$ cat src/rtl/cnn_layer_accel_weight_sequencer.sv
// Weight sequence driver: walks a rows x passes x SEQ_LEN schedule and emits
// {gray_code, sequence_selector, seq_data_addr} beats for the weight table.
module cnn_layer_accel_weight_sequencer #(
  parameter int SEQ_LEN     = 5,
  parameter int C_CNT_WIDTH = 10
) (
  input  logic                   clk,
  input  logic                   rst,
  input  logic                   start,
  input  logic [C_CNT_WIDTH-1:0] num_rows,
  input  logic [C_CNT_WIDTH-1:0] num_passes,
  input  logic                   stall,
  output logic [1:0]             gray_code,
  output logic                   sequence_selector,
  output logic [2:0]             seq_data_addr,
  output logic                   seq_valid,
  output logic                   busy,
  output logic                   done
);

  localparam logic [2:0] ADDR_LAST = 3'(SEQ_LEN - 1);

  typedef enum logic [1:0] {S_IDLE, S_ACTIVE, S_FIN} state_t;

  state_t state, state_next;

  logic [C_CNT_WIDTH-1:0] rows_q, passes_q, row_cnt, pass_cnt;
  logic [2:0]             ptr_addr;
  logic                   ptr_sel;
  logic [1:0]             ptr_gray;

  logic cfg_ok, addr_wrap, pass_last, row_last, last_beat;

  always_comb begin
    cfg_ok    = (num_rows != '0) && (num_passes != '0);
    addr_wrap = (ptr_addr == ADDR_LAST);
    pass_last = (pass_cnt == passes_q - 1'b1);
    row_last  = (row_cnt == rows_q - 1'b1);
    last_beat = addr_wrap && pass_last && row_last;
  end

  always_comb begin
    state_next = state;
    case (state)
      S_IDLE:   if (start) state_next = cfg_ok ? S_ACTIVE : S_FIN;
      S_ACTIVE: if (!stall && last_beat) state_next = S_FIN;
      S_FIN:    state_next = S_IDLE;
      default:  state_next = S_IDLE;
    endcase
  end

  always_ff @(posedge clk) begin
    if (rst) state <= S_IDLE;
    else     state <= state_next;
  end

  // The beat pointer runs one edge ahead of the registered outputs, so a
  // stalled cycle presents the pending (not yet issued) beat with valid low.
  always_ff @(posedge clk) begin
    if (rst) begin
      rows_q            <= '0;
      passes_q          <= '0;
      row_cnt           <= '0;
      pass_cnt          <= '0;
      ptr_addr          <= '0;
      ptr_sel           <= 1'b1;
      ptr_gray          <= 2'b00;
      gray_code         <= 2'b00;
      sequence_selector <= 1'b1;
      seq_data_addr     <= '0;
      seq_valid         <= 1'b0;
      busy              <= 1'b0;
      done              <= 1'b0;
    end else begin
      case (state)
        S_ACTIVE: begin
          busy              <= 1'b1;
          done              <= 1'b0;
          seq_valid         <= !stall;
          gray_code         <= ptr_gray;
          sequence_selector <= ptr_sel;
          seq_data_addr     <= ptr_addr;
          if (!stall) begin
            if (addr_wrap) begin
              ptr_addr <= '0;
              if (pass_last) begin
                pass_cnt <= '0;
                ptr_sel  <= 1'b1;
                row_cnt  <= row_cnt + 1'b1;
                ptr_gray <= {ptr_gray[0], ~ptr_gray[1]};
              end else begin
                pass_cnt <= pass_cnt + 1'b1;
                ptr_sel  <= ~ptr_sel;
              end
            end else begin
              ptr_addr <= ptr_addr + 3'd1;
            end
          end
        end
        S_FIN: begin
          done              <= 1'b1;
          busy              <= 1'b0;
          seq_valid         <= 1'b0;
          gray_code         <= 2'b00;
          sequence_selector <= 1'b1;
          seq_data_addr     <= '0;
        end
        default: begin
          done              <= 1'b0;
          busy              <= 1'b0;
          seq_valid         <= 1'b0;
          gray_code         <= 2'b00;
          sequence_selector <= 1'b1;
          seq_data_addr     <= '0;
          if (start && cfg_ok) begin
            rows_q   <= num_rows;
            passes_q <= num_passes;
            row_cnt  <= '0;
            pass_cnt <= '0;
            ptr_addr <= '0;
            ptr_sel  <= 1'b1;
            ptr_gray <= 2'b00;
          end
        end
      endcase
    end
  end

endmodule
$ cat config.mk
export PLATFORM = sky130hd
export DESIGN_NAME = cnn_layer_accel_weight_sequencer
export DESIGN_NICKNAME = d
export VERILOG_FILES = /design/src/rtl/cnn_layer_accel_weight_sequencer.sv
export SDC_FILE = /design/constraint.sdc
export NUM_CORES = 1
export LEC_CHECK = 0
export CORE_AREA = 2 2 79 81
export DETAILED_ROUTE_END_ITERATION = 7
export DIE_AREA = 0 0 81 83
export GPL_TIMING_DRIVEN = 0
export MAX_ROUTING_LAYER = met4
export PLACE_DENSITY = 0.76
export SYNTH_ARGS = -nofsm -noshare
export SYNTH_HDL_FRONTEND = slang
export SYNTH_SLANG_ARGS = --single-unit
$ cat constraint.sdc
create_clock -name clk -period 4.95 [get_ports clk]
set_input_delay 0.495 -clock clk [delete_from_list [all_inputs] [get_ports clk]]
set_output_delay 0.495 -clock clk [all_outputs]
set_load 0.05 [all_outputs]
# Word level (Yosys, flattened, before mapping)
# Cells that the tools add are included.
# word_totals
ram_bits	0
latchBits	0
output_inout_bits	9
mem_bits_ro	0
memories	0
register_bits	57
# classes
n_mul	0
eq_ne	10
magnitude_cmp	0
reduce_logical	17
n_addsub	5
shift	0
muxes	29
div	0
n_bitwise	5
# op_table
operator	n
$mux W10	7
$pmux W10 S2	2
$add A10 B1 Y10 const B	2
$eq A10 B10 Y1	2
$reduce_bool A10 Y1	2
$sub A10 B1 Y10 const B	2
$mux W2	7
$ne A2 B2 Y1 const B	5
$mux W3	3
$pmux W2 S2	2
$mux W1	6
$pmux W3 S2	1
$logic_and A1 B1 Y1	5
$not A1 Y1	5
$reduce_and A5 Y1	1
$reduce_and A2 Y1	2
$reduce_and A4 Y1	1
$reduce_or A2 Y1	2
$add A3 B1 Y3 const B	1
$eq A3 B3 Y1 const B	1
$reduce_and A3 Y1	1
$eq A2 B1 Y1 const B	1
$eq A2 B2 Y1 const B	1
$logic_not A2 Y1	1
3 further kinds	3

# Logic depth before layout (Yosys ltp)
# depth
ltp_word	7
depth_mapped	11
mapped_depth_nobuf	9

# Worst setup path before layout
# Ideal clock, no wire load.
# synth_path
path_type	flip-flop to flip-flop
start	reg passes_q[0]
end	reg row_cnt[2]
n_path_buf	1
path_stages_with_launch	11
setup_time_ns	0.072
path_slack_ns	2.403
required_ns	4.878
arrival_ns	2.476
synth_period_minus_slack_ns	2.547
cell_sequence	dfxtp_1 -> inv_1 -> ha_1 -> nor2b_1 -> and3_1 -> o21a_1 -> o31a_1 -> o31a_1 -> buf_6 -> or4_1 -> a21oi_1
# synth_via
elab_chain_cells	4
# synth_lines
element	line	rtl
from (decl)	27	logic [C_CNT_WIDTH-1:0] rows_q, passes_q, row_cnt, pass_cnt;
from (signal assigned)	117	passes_q <= num_passes;
$sub A10 B1 Y10	37	pass_last = (pass_cnt == passes_q - 1'b1);
$eq A10 B10 Y1	37	
$ne A2 B2 Y1 (no line)	n/a	
$reduce_and A5 Y1 (no line)	n/a	
to (signal assigned)	89	row_cnt <= row_cnt + 1'b1;
to (decl)	27	
# No other way between the ends.
# A chain may end at the register's enable or synchronous reset.

# Worst setup path after layout
# layout_path
start	in num_rows[4]
end	reg ptr_gray[1]
# layout_via
elab_chain_cells	5
# layout_lines
element	line	rtl
from (decl)	10	input logic [C_CNT_WIDTH-1:0] num_rows,
$reduce_bool A10 Y1	35	cfg_ok = (num_rows != '0) && (num_passes != '0);
$logic_and A1 B1 Y1	35	
$logic_and A1 B1 Y1	115	if (start && cfg_ok) begin
$reduce_bool A2 Y1 (no line)	n/a	
$reduce_and A5 Y1 (no line)	n/a	
to (signal assigned)	90	ptr_gray <= {ptr_gray[0], ~ptr_gray[1]};
to (decl)	30	logic [1:0] ptr_gray;
# No other way between the ends.

==> results.txt <==
depth of the worst register-to-register path: 11
Final Net Count: 469
quantity of gates resized following cts: 0
Least-Margin Pin Slew: 0.706 ns
maximum resistive drop on vdd: 0.222 mV
fraction of final layout cells with drive strength greater than 1: 6.12%
Int Power: 1.09 mW
number of buffers inserted by port buffering: 31
setup repair after global routing missed its margin: no
die area: 6720 sq um
max incr delay on CP: 0.47 ns
wire length of the first global-routing pass: 12400 um
die width: 81 um
sequential share of power: 33.6%
proportion of power drawn by combinational gates: 34.3%
Arrival @ worst endpoint: 3.22 ns
1st-pass router iterations: 4
Clock transition at path regs: 0.06 ns
slew margin rel.: 52.5%
endpoints failing setup: 0
cell type with the highest aggregate area in the netlist: sky130_fd_sc_hd__dfxtp_1
total grt overflow: 0
flip-flop and latch count after synthesis: 57
power density normalized to cell area: 446 nW/um^2
post-synthesis net count: 427
CTS root buffer: sky130_fd_sc_hd__clkbuf_8
Worst Setup Path Type: in2reg
sw frac: 35.4%
Initial Utilization: 53.7%
Layout Cells excl Fill: 516
cell count after placement: 500
flip-flop and latch area: 1140 sq um
Synth top area share: 36.6%
# clock sinks: 57
combined area of the multi-input logic cells: 1840 sq um
area grow syn2layout: 20.8%
Net Switching: 0.595 mW
TritonCTS clock tree: done
result of the run: complete, no violations
via count: 2906
crit path max-delay cell type: sky130_fd_sc_hd__buf_1
worst hold path type: reg2reg
antenna fix cells: 0
Final Max Slew Viols: 0
Row Count: 28
reg2reg setup slack: 2.02 ns
Hold Vio Cnt, Final: 0
time the final worst path needs with I/O delays and setup: 2.98 ns
Netlist cell types: 51
number of global-route vias before repair: 2711
type of element launching the critical path: input port
data required time at the worst endpoint: 5.19 ns
most frequent CP cell: sky130_fd_sc_hd__nand3_1
1st-iter DRT viols: 139
Worst Clk Skew: 0.00521 ns
number of antenna violations at the first check in global routing: 0
Netlist Area Pre-Place: 3120 sq um
maximum number of buffers from clock root to sink: 2
clock network latency to the later pin of the worst-skew pair: 0.34 ns
clock network fraction of total power: 32.1%
period utilization: 60.2%
count of fill cells added during filler insertion: 541
maximum net fanout on the critical path: 10
number of clock buffers inserted by TritonCTS: 9
count of hold buffers inserted by post-cts repair: 0
number of nets with antenna violations after routing: 0
Ports: 33
Total Wirelength: 7300 um
Clock H-tree levels: 3
async set-or-reset flop fraction in the synthesized netlist: 0%
Mapped Cells: 394
DRC Markers: 0
CP Capture Type: register
count of warnings emitted by yosys: 0
final routed wire length divided by cell count: 14.2 um
Via-to-Cell Ratio: 5.63
number of cells on the worst hold path: 1
overall power consumption: 1.68 mW
GR Util All Layers: 24.1%
cell types with the largest area share after synthesis: sky130_fd_sc_hd__dfxtp_1 37%, sky130_fd_sc_hd__nand2_1 7.8%, sky130_fd_sc_hd__a21oi_1 5.8%
pin count of the biggest net entering global routing: 11
Core Area: 5820 sq um
count of maximum capacitance violations: 0
Vert. Die Dim: 83 um
sequential cell area fraction in the yosys report: 36.6%
crit-path cells: clkdlybuf4s50_1 -> nor4_1 -> nand3_1 -> nand3_1 -> o31a_1 -> clkbuf_1 -> buf_1 -> nor2_1 -> o32ai_1
Routability Congestion: 0.838
Avg Inst Size Synth: 7.92 sq um
main flop type after synthesis: sky130_fd_sc_hd__dfxtp_1
leakage power: 1.31 nW
EDFF count, synth: 0
TNS Setup: 0 ns
number of buffers inserted to repair setup after CTS: 0
Max Clock Freq: 0.336 GHz
half-perimeter wire length after placement: 5360 um
metrics by stage:
step / worst slack (ns) / hold slack (ns) / util [%] / area (sq um)
5_1_grt: 1.75 / 0.491 / 64.8 / 3770
3_5_place_dp: 1.66 / 0.445 / 60.6 / 3530
3_3_place_gp: 1.75 / 0.445 / 60.6 / 3530
6_report: 1.97 / 0.458 / 64.8 / 3770
4_1_cts: 2.03 / 0.461 / 64.8 / 3770
2_1_floorplan: 2.40 / 0.420 / - / 3120
Yosys cell counts (4+ instances only):
cell type	instances
sky130_fd_sc_hd__nor2_1	21
sky130_fd_sc_hd__or4b_2	4
sky130_fd_sc_hd__inv_1	15
sky130_fd_sc_hd__xor2_1	11
sky130_fd_sc_hd__o31ai_1	7
sky130_fd_sc_hd__or4_1	7
sky130_fd_sc_hd__xnor2_1	12
sky130_fd_sc_hd__nand4b_1	4
sky130_fd_sc_hd__ha_1	9
sky130_fd_sc_hd__o21ai_0	5
sky130_fd_sc_hd__a31oi_1	7
sky130_fd_sc_hd__nand2b_1	7
sky130_fd_sc_hd__and2_1	6
sky130_fd_sc_hd__dfxtp_1	57
sky130_fd_sc_hd__nand3_1	23
sky130_fd_sc_hd__nand4_1	8
sky130_fd_sc_hd__a21oi_1	36
sky130_fd_sc_hd__or3_1	7
sky130_fd_sc_hd__clkbuf_1	17
sky130_fd_sc_hd__nor3_1	6
sky130_fd_sc_hd__nand3b_1	4
sky130_fd_sc_hd__nor4_1	6
sky130_fd_sc_hd__nor2b_1	8
sky130_fd_sc_hd__nand2_1	65
metal layers:
layer | part of all wire [%] | global-route usage, % | routed length (um)
met5 | 0 | - | 0
met4 | 3.2 | 11.6 | 236
met3 | 2.4 | 3.80 | 173
met2 | 48 | 37.9 | 3510
met1 | 46 | 29.8 | 3380
placed cells by master (no fill, tap or decap), types with 3 or more instances in the layout:
cell	instances
sky130_fd_sc_hd__clkbuf_8	10
sky130_fd_sc_hd__clkdlybuf4s50_1	31
sky130_fd_sc_hd__bufinv_16	3
sky130_fd_sc_hd__o31a_1	3
sky130_fd_sc_hd__nor2_1	21
sky130_fd_sc_hd__o22ai_1	3
sky130_fd_sc_hd__nand4b_1	4
sky130_fd_sc_hd__o31ai_1	7
sky130_fd_sc_hd__nand2b_1	7
sky130_fd_sc_hd__or3_1	7
sky130_fd_sc_hd__xor2_1	11
sky130_fd_sc_hd__nand3b_1	4
sky130_fd_sc_hd__nand2_1	65
sky130_fd_sc_hd__dfxtp_1	57
sky130_fd_sc_hd__nand4_1	8
sky130_fd_sc_hd__xnor2_1	12
sky130_fd_sc_hd__or4_1	7
sky130_fd_sc_hd__nor3_1	6
sky130_fd_sc_hd__nand3_1	23
sky130_fd_sc_hd__o21ai_0	5
sky130_fd_sc_hd__nor2b_1	8
sky130_fd_sc_hd__a21oi_1	36
sky130_fd_sc_hd__and3_1	3
sky130_fd_sc_hd__and2_1	6
sky130_fd_sc_hd__inv_1	15
sky130_fd_sc_hd__nor4_1	6
sky130_fd_sc_hd__a31oi_1	7
sky130_fd_sc_hd__o32ai_1	3
sky130_fd_sc_hd__clkbuf_1	18
sky130_fd_sc_hd__or4b_2	4
sky130_fd_sc_hd__ha_1	9
power by group through the flow:
stage | logic [mW] | registers, mW | clock network, mW
finish | 0.577 | 0.565 | 0.540
CTS | 0.573 | 0.565 | 0.547
detailed placement | 0.568 | 0.575 | 0
global route | 0.646 | 0.573 | 0.567
global placement | 0.555 | 0.573 | 0
floorplan | 0.417 | 0.580 | 0
cell type report:
type | instances | area share [%]
sequential | 57 | 30.3
tap | 75 | 2.49
clock inverter | 5 | 2.72
timing repair buffer | 31 | 8.23
multi-input combinational | 302 | 48.8
inverter | 15 | 1.49
clock buffer | 11 | 3.75
buffer | 20 | 2.22
registers in the layout, summed over array words and instances, names as in the netlist:
signal	flops
pass_cnt	10
passes_q	10
row_cnt	10
rows_q	10
ptr_addr	3
seq_data_addr	3
gray_code	2
ptr_gray	2
state	2
busy	1
done	1
ptr_sel	1
seq_valid	1
sequence_selector	1
critical path, delay by kind of cell:
kind / cells / cell delay, ns
and+or+nand+nor: 4 / 0.92
buffers and inverters: 3 / 1.26
AOI/OAI and AO/OA: 2 / 0.55
path summary, 6_finish.rpt:
| check | startpoint | end |
|---|---|---|
| hold reg to reg | ptr_gray[0]$_SDFFE_PP0P_ | gray_code[0]$_SDFF_PP0_ |
| hold / removal | ptr_gray[0]$_SDFFE_PP0P_ | gray_code[0]$_SDFF_PP0_ |
| setup reg to reg | passes_q[0]$_SDFFE_PP0P_ | row_cnt[7]$_SDFFE_PP0P_ |
| setup / recovery | num_rows[4] | ptr_gray[1]$_SDFFE_PP0P_ |
logic make-up after synthesis:
family,share of synthesized area (%)
compound gates,15.8
xor+xnor,7.17
fa+ha+maj,3.61
buf+inv,4.49
flops,36.6
mux,0.681
simple gates,31.7
No activity file was read; power rests on OpenSTA's default activity.
